===== src/rtl/div_32bits.sv =====
// Sequential restoring divider for MIPS DIV/DIVU: one quotient bit per clock,
// result and done pulse 32 edges after an accepted start.
module div_32bits #(
    parameter int WIDTH = 32
) (
    input  logic             clk,
    input  logic             rst_n,
    input  logic             start,
    input  logic             sign,
    input  logic [WIDTH-1:0] dividend,
    input  logic [WIDTH-1:0] divisor,
    output logic [WIDTH-1:0] q,
    output logic [WIDTH-1:0] r,
    output logic             busy,
    output logic             done,
    output logic             div_zero
);

    localparam int CW = $clog2(WIDTH);
    localparam logic [CW-1:0] LAST_STEP = CW'(WIDTH - 1);

    typedef enum logic {IDLE, RUN} state_t;

    state_t           state_reg;
    logic [CW-1:0]    cnt_reg;
    logic [WIDTH-1:0] rem_reg, quo_reg, dvsr_reg, dvnd_reg;
    logic             neg_q_reg, neg_r_reg, zero_reg;
    logic [WIDTH-1:0] q_reg, r_reg;
    logic             busy_reg, done_reg, div_zero_reg;

    logic [WIDTH-1:0] dvnd_abs, dvsr_abs;
    logic [WIDTH:0]   rem_sh, diff;
    logic [WIDTH-1:0] rem_next, quo_next, q_fin, r_fin;

    assign dvnd_abs = (sign && dividend[WIDTH-1]) ? -dividend : dividend;
    assign dvsr_abs = (sign && divisor[WIDTH-1])  ? -divisor  : divisor;

    // rem < divisor always holds, so the 33-bit difference cannot overflow and
    // its top bit is the borrow of the trial subtraction.
    assign rem_sh   = {rem_reg, quo_reg[WIDTH-1]};
    assign diff     = rem_sh - {1'b0, dvsr_reg};
    assign rem_next = diff[WIDTH] ? rem_sh[WIDTH-1:0] : diff[WIDTH-1:0];
    assign quo_next = {quo_reg[WIDTH-2:0], ~diff[WIDTH]};

    assign q_fin = zero_reg ? '1       : (neg_q_reg ? -quo_next : quo_next);
    assign r_fin = zero_reg ? dvnd_reg : (neg_r_reg ? -rem_next : rem_next);

    always_ff @(posedge clk or negedge rst_n) begin
        if (!rst_n) begin
            state_reg    <= IDLE;
            cnt_reg      <= '0;
            rem_reg      <= '0;
            quo_reg      <= '0;
            dvsr_reg     <= '0;
            dvnd_reg     <= '0;
            neg_q_reg    <= 1'b0;
            neg_r_reg    <= 1'b0;
            zero_reg     <= 1'b0;
            q_reg        <= '0;
            r_reg        <= '0;
            busy_reg     <= 1'b0;
            done_reg     <= 1'b0;
            div_zero_reg <= 1'b0;
        end else begin
            case (state_reg)
                IDLE: begin
                    done_reg <= 1'b0;
                    if (start) begin
                        state_reg <= RUN;
                        busy_reg  <= 1'b1;
                        cnt_reg   <= '0;
                        rem_reg   <= '0;
                        quo_reg   <= dvnd_abs;
                        dvsr_reg  <= dvsr_abs;
                        dvnd_reg  <= dividend;
                        neg_q_reg <= sign & (dividend[WIDTH-1] ^ divisor[WIDTH-1]);
                        neg_r_reg <= sign & dividend[WIDTH-1];
                        zero_reg  <= (divisor == '0);
                    end
                end
                RUN: begin
                    rem_reg <= rem_next;
                    quo_reg <= quo_next;
                    cnt_reg <= cnt_reg + 1'b1;
                    if (cnt_reg == LAST_STEP) begin
                        state_reg    <= IDLE;
                        busy_reg     <= 1'b0;
                        done_reg     <= 1'b1;
                        q_reg        <= q_fin;
                        r_reg        <= r_fin;
                        div_zero_reg <= zero_reg;
                    end
                end
                default: state_reg <= IDLE;
            endcase
        end
    end

    assign q        = q_reg;
    assign r        = r_reg;
    assign busy     = busy_reg;
    assign done     = done_reg;
    assign div_zero = div_zero_reg;

endmodule


===== config.mk =====
export PLATFORM = sky130hd
export DESIGN_NAME = div_32bits
export DESIGN_NICKNAME = d
export VERILOG_FILES = /design/src/rtl/div_32bits.sv
export SDC_FILE = /design/constraint.sdc
export NUM_CORES = 1
export LEC_CHECK = 0
export CORE_UTILIZATION = 63
export CTS_BUF_LIST = sky130_fd_sc_hd__clkbuf_16
export CTS_CLUSTER_SIZE = 25
export DETAILED_ROUTE_END_ITERATION = 6
export GPL_TIMING_DRIVEN = 0
export PLACE_DENSITY_LB_ADDON = 0.15
export SYNTH_ARGS = -nofsm -noshare
export SYNTH_HDL_FRONTEND = slang
export SYNTH_SLANG_ARGS = --single-unit

===== constraint.sdc =====
create_clock -name clk -period 10.1 [get_ports clk]
set_input_delay 1.01 -clock clk [delete_from_list [all_inputs] [get_ports clk]]
set_output_delay 1.01 -clock clk [all_outputs]
set_load 0.02 [all_outputs]

# ---- After elaboration in Yosys (flattened, before gate mapping)
# Index checks and enable logic that the tools add are counted.
dict set report totals {
  out_inout_bits 67
  mem_count 0
  reg_bits 204
  word_cells 55
  ram_bits 0
  latchBits 0
  romBits 0
}
dict set report op_classes {
  reduce_logical 6
  n_lt_le_gt_ge 0
  n_eq_ne 3
  n_shift 0
  n_bitwise 5
  mul 0
  add_sub_neg 6
  div 0
  muxes 21
}
# operator n
set ops {}
lappend ops {{two-way mux 32 bit} 9}
lappend ops {{negation 32 bit} 4}
lappend ops {{case mux 32 bit (2 select lines)} 2}
lappend ops {{subtractor 33 x 32 -> 33 bit} 1}
lappend ops {{zero test 32 bit} 1}
lappend ops {{case mux 5 bit (2 select lines)} 1}
lappend ops {{case mux 1 bit (2 select lines)} 3}
lappend ops {{AND reduction 2 bit} 3}
lappend ops {{adder 5 x 1 -> 5 bit, second input constant} 1}
lappend ops {{== test 5 bit, second input constant} 1}
lappend ops {{two-way mux 1 bit} 5}
lappend ops {{two-way mux 5 bit} 1}
lappend ops {{AND 1 bit} 2}
lappend ops {{logical AND 1 bit} 2}
lappend ops {{inequality test 2 x 1 -> 1 bit, second input constant} 1}
lappend ops {{inequality test 2 bit, second input constant} 1}
lappend ops {{inverter 1 bit} 2}
lappend ops {{XOR 1 bit} 1}

# ---- Longest topological paths before layout
dict set report logic_depth {
  word_depth 5
  ltp_mapped 26
}

# ---- Worst setup path after synthesis
# No wires, ideal clock.
dict set report synth_path {
  path_kind {register -> register}
  from {register quo_reg[31]}
  to {register r_reg[30], in the netlist r[30]}
  period_less_slack_ns 5.494
  required_time_ns 9.964
  path_slack_ns 4.606
  setup_ns 0.136
  path_stages_with_launch 26
  arrival_ns 5.357
  cell_sequence {dfrtp_1 -> inv_1 -> ha_1 -> inv_1 -> fa_1 -> a211o_1 -> a211oi_1 -> or4_4 -> a21oi_4 -> nor4_2 -> nor2_4 -> clkinv_1 -> buf_2 -> buf_1 -> nor2_1 -> a21oi_1 -> ha_1 -> inv_1 -> nor4_1 -> nand3_1 -> a2111oi_0 -> a31o_2 -> nand4b_1 -> o31ai_1 -> xor2_1 -> o22ai_1}
}
dict set report synth_between {
  elab_chain_cells 5
}
# item line
set synth_lines {}
lappend synth_lines {{start, declared} 26} ;# logic [WIDTH-1:0] rem_reg, quo_reg, dvsr_reg, dvnd_reg;
lappend synth_lines {{start signal, assigned} 73} ;# quo_reg <= dvnd_abs;
lappend synth_lines {{start signal, assigned} 83} ;# quo_reg <= quo_next;
lappend synth_lines {{subtractor 33 x 32 -> 33 bit} 41} ;# assign diff = rem_sh - {1'b0, dvsr_reg};
lappend synth_lines {{two-way mux 32 bit *} 42} ;# assign rem_next = diff[WIDTH] ? rem_sh[WIDTH-1:0] : diff[WIDTH-1:0];
lappend synth_lines {{negation 32 bit} 46} ;# assign r_fin = zero_reg ? dvnd_reg : (neg_r_reg ? -rem_next : rem_next);
lappend synth_lines {{two-way mux 32 bit * (2 in series)} 46}
lappend synth_lines {{end signal, assigned} 90} ;# r_reg <= r_fin;
lappend synth_lines {{end, declared} 28} ;# logic [WIDTH-1:0] q_reg, r_reg;
# Mark *: on every way between the ends. The rest lies on a longest branch, timed or not.
# A chain may end at the register's enable or synchronous reset.

# ---- Final worst setup path
# Same ends and word-level chain as after synthesis.

==> impl.org <==
** Run status
- The flow ran to the end, and the final reports show no timing, DRC or antenna violations.

** Worst hold path
- Worst min path class :: reg2reg
- The worst hold path begins at dvnd_reg[17].
- Along the worst hold path, the cell count comes to 2.
- For hold timing, the worst endpoint is dvnd_reg[17].

** Routing
- Number of remaining DRC errors :: 0
- Router iterations before antenna repair :: 6
- Across all layers, the routed design uses roughly 14000 vias.
- DRT Wirelength :: about 44000 µm
- Average vias per placed instance :: approximately 6.4
- Once detail routing completed, the nets flagged for antenna violations numbered 0.
- In this run, the number of DRC markers left after iteration 0 of detailed routing was ~1200.
- Detail-routed net length per standard cell :: about 20 µm

** Clock network
- Counting the buffers created by CTS gives 23.
- After clock tree synthesis, the setup repair step added 0 buffers.
- CTS tree :: built
- H-Tree Level Count :: 1
- The clock reaches the later pin of the worst-skew pair after between 500 and 600 ps.
- In this run, post-CTS hold repair placed 0 buffers.
- The root buffer cell chosen for the clock tree is sky130_fd_sc_hd__clkbuf_16.
- Gates resized during post-CTS repair numbered 0.
- Clock sink count :: 204
- Clk slew on worst S/H paths :: roughly 60 ps
- Deepest clock path buffer count :: 3

** STA
- Clock tree skew after final layout :: about 11 ps
- Setup violations remaining at the end of the flow were counted as 0.
- For the pin with the worst max-slew slack, the measured transition is approximately 1200 ps.
- The worst path in the final design needs a cycle of 7581 ps, including I/O delays and setup.
- Final number of hold-violating endpoints :: 0
- Total count of max-transition violations in the final report :: 0
- Headroom to the max-slew limit came out at 22.64%.
- In the finished design, the share of the clock period the worst path needs comes to 75.06%.
- Setup repair after global routing missed its margin :: false
- For this run, the top clock speed supported by timing is ~130 MHz.

** Finish
- Final core utilization :: between 70% and 80%
- In the layout the commonest cells are sky130_fd_sc_hd__nand2_1, sky130_fd_sc_hd__dfrtp_1, sky130_fd_sc_hd__o21ai_0, sky130_fd_sc_hd__clkdlybuf4s50_1, sky130_fd_sc_hd__a21oi_1.
- After routing the design area is roughly 16000 µm².
- Excluding fillers, the count of instances in the completed layout stands at roughly 2100.
- Signed area change from the synthesized netlist to the final layout :: 17.34%
- N_diodes :: 0
- After the last flow step, the layout net total stands at between 1500 and 2000.
- In the final layout, the share of cells above drive strength 1 is 4.207%.
- Most common cell after layout, fill and taps aside :: sky130_fd_sc_hd__nand2_1
- The filler cells instantiated in the layout total 1600.

** Placed design
- After detailed placement, the design holds a cell count of ~2100.
- Final weighted congestion in routability-driven placement :: a little under 1
- HPWL after detailed placement :: approximately 33000 µm
- Placement Cell Area :: between 15000 and 20000 µm²
- I/O Buffers :: 134

** Global routing
- Global routing used about two fifths of the available tracks across all layers.
- Global-route wire length before repair :: between 60000 and 70000 µm
- Antenna violations before repair :: 0
- The via count of the first global-routing pass is ~13000.
- Global routing finished with a remaining overflow of 0.
- Entering global routing, the biggest net connects around 120 pins.

** Floorplanning
- Die area :: 22390 µm²
- Die extent in x :: about 150 µm
- Number of core rows :: between 50 and 60
- For this configuration, the core starts out at a cell density of about two thirds.
- Number of I/O pins :: 135
- Placeable core region :: between 20000 and 25000 µm²
- Die height :: 149.6 µm

** Logic synthesis
- In the synthesized netlist the dominant register cell turns out to be sky130_fd_sc_hd__dfrtp_1.
- Averaged over all synthesized cells, the footprint is around 8 µm².
- The synthesized netlist occupies a cell area of about 14000 µm².
- For this run, the number of Yosys warnings is 0.
- Sequential elements use 37.18% of the synthesized area.
- The number of different library cells used by synthesis comes to a little over 70.
- Post-synthesis register bit count :: 204
- Synthesis produced 1681 cells.
- Count of flip-flops with a built-in enable after synthesis :: 0
- Async SR Flop Fraction :: 100.0%
- Syn Nets :: around 1800

** Setup path
- Across all register-to-register paths, the minimum setup slack is between 2000 and 3000 ps.
- Worst-path maximum fanout :: 10
- Launch point of the worst reg-to-reg path :: quo_reg[31]
- CP required :: about 10000 ps
- In this run the critical register-to-register path is captured at r[30].
- Worst setup SP type :: flop
- WP data arrival :: 7960 ps
- Worst reg-to-reg path cell count :: 25
- The worst setup path is of the reg2reg kind.
- Crit end category :: flop

** Flow run
- The tool flagged a number of max-cap violations equal to 0.
## routing by layer
layer  global-route usage (%)  part of all wire, %  up-vias
met1                    56.14                   43     6554
met4                    12.60                  3.3        0
li1                         -                    -     6236
met5                    1.591                    0        -
met2                    59.93                   44      729
met3                    9.329                   10      112
## critical path: stages, from the launching register on
cell	delay, ps
sky130_fd_sc_hd__dfrtp_1	430
sky130_fd_sc_hd__inv_1	240
sky130_fd_sc_hd__ha_1	260
sky130_fd_sc_hd__inv_1	90
sky130_fd_sc_hd__fa_1	420
sky130_fd_sc_hd__a211o_1	340
sky130_fd_sc_hd__a211oi_1	290
sky130_fd_sc_hd__or4_4	230
sky130_fd_sc_hd__a21oi_4	70
sky130_fd_sc_hd__nor4_2	860
sky130_fd_sc_hd__nor2_4	100
sky130_fd_sc_hd__clkinv_1	240
sky130_fd_sc_hd__buf_2	340
sky130_fd_sc_hd__buf_1	630
sky130_fd_sc_hd__nor2_1	80
sky130_fd_sc_hd__a21oi_1	260
sky130_fd_sc_hd__ha_1	270
sky130_fd_sc_hd__inv_1	70
sky130_fd_sc_hd__nor4_1	380
sky130_fd_sc_hd__nand3_1	170
sky130_fd_sc_hd__a2111oi_0	550
sky130_fd_sc_hd__a31o_2	260
sky130_fd_sc_hd__nand4b_1	230
sky130_fd_sc_hd__o31ai_1	340
sky130_fd_sc_hd__xor2_1	200
sky130_fd_sc_hd__o22ai_1	100
## cells in the mapped netlist (6+ instances only)
cell type | instances | area share (%)
sky130_fd_sc_hd__o21a_1 | 12 | 0.66
sky130_fd_sc_hd__and3_1 | 8 | 0.36
sky130_fd_sc_hd__buf_1 | 11 | 0.30
sky130_fd_sc_hd__a31oi_1 | 22 | 1.0
sky130_fd_sc_hd__or3_1 | 19 | 0.87
sky130_fd_sc_hd__a21o_1 | 16 | 0.87
sky130_fd_sc_hd__buf_2 | 12 | 0.44
sky130_fd_sc_hd__nand3_1 | 29 | 1.1
sky130_fd_sc_hd__o41ai_1 | 11 | 0.70
sky130_fd_sc_hd__o21ai_0 | 198 | 7.2
sky130_fd_sc_hd__inv_1 | 51 | 1.4
sky130_fd_sc_hd__and2_1 | 10 | 0.46
sky130_fd_sc_hd__o31ai_1 | 20 | 1.1
sky130_fd_sc_hd__nor4_1 | 17 | 0.77
sky130_fd_sc_hd__mux2i_1 | 66 | 4.8
sky130_fd_sc_hd__nand2b_1 | 44 | 2.0
sky130_fd_sc_hd__xor2_1 | 73 | 4.7
sky130_fd_sc_hd__xnor2_1 | 60 | 3.8
sky130_fd_sc_hd__nor2_1 | 115 | 3.1
sky130_fd_sc_hd__nor2b_1 | 11 | 0.50
sky130_fd_sc_hd__dfrtp_1 | 204 | 37
sky130_fd_sc_hd__nor3_1 | 34 | 1.2
sky130_fd_sc_hd__clkbuf_1 | 71 | 1.9
sky130_fd_sc_hd__or4_1 | 6 | 0.33
sky130_fd_sc_hd__a211oi_1 | 8 | 0.44
sky130_fd_sc_hd__nor3b_1 | 6 | 0.33
sky130_fd_sc_hd__a31o_2 | 7 | 0.45
sky130_fd_sc_hd__nand2_1 | 278 | 7.6
sky130_fd_sc_hd__ha_1 | 38 | 3.5
sky130_fd_sc_hd__a21oi_1 | 124 | 4.5
sky130_fd_sc_hd__nand4_1 | 12 | 0.55
## how the worst max path moves through the flow
stage | endpoint | from | depth (start not counted) | slack (ps)
2_1_floorplan | r[30] | quo_reg[31] | 25 | 4610
3_3_place_gp | q[17] | rst_n | 1 | -450
5_1_grt | r[30] | quo_reg[31] | 25 | 2110
4_1_cts | r[30] | quo_reg[31] | 25 | 2780
6_report | r[30] | quo_reg[31] | 25 | 2520
3_5_place_dp | r[30] | quo_reg[31] | 25 | 2820
## final cells by class
type / count / area (µm²) / area share (%)
clock buffers: 23 / 575.6 / 3.572
clock inverters: 15 / 87.58 / 0.5436
plain buffers: 98 / 409.1 / 2.539
inverters: 52 / 195.2 / 1.211
multi-input cells: 1327 / 8023 / 49.79
repair buffers: 135 / 1374 / 8.526
flip-flops and latches: 204 / 5105 / 31.68
well taps: 275 / 344.1 / 2.135
## per-stage QoR
step / setup TNS, ps / worst slack [ps] / hold slack (ps)
after floorplan: 0 / 4606 / 437.9
final: 0 / 2519 / 479.8
after detailed placement: 0 / 2820 / 458.8
after global placement: -86620 / -447.4 / 453.6
after CTS: 0 / 2779 / 476.5
after global routing: 0 / 2114 / 491.0
## kinds of logic (layout without fill, tap and decap cells)
| logic type | Yosys count | after routing | synth area share, % |
|---|---|---|---|
| xor gates and xnor gates | 133 | 133 | 8.483 |
| buffers and inverters | 150 | 323 | 4.401 |
| AOI/OAI and AO/OA | 474 | 474 | 20.65 |
| adders and majority gates | 39 | 39 | 3.608 |
| and+or+nand+nor | 613 | 613 | 20.71 |
| DFF | 204 | 204 | 37.18 |
| muxes | 68 | 68 | 4.975 |
Power is not shown: default switching activity piles up to over one toggle a cycle in this logic, so the estimate is an artifact.
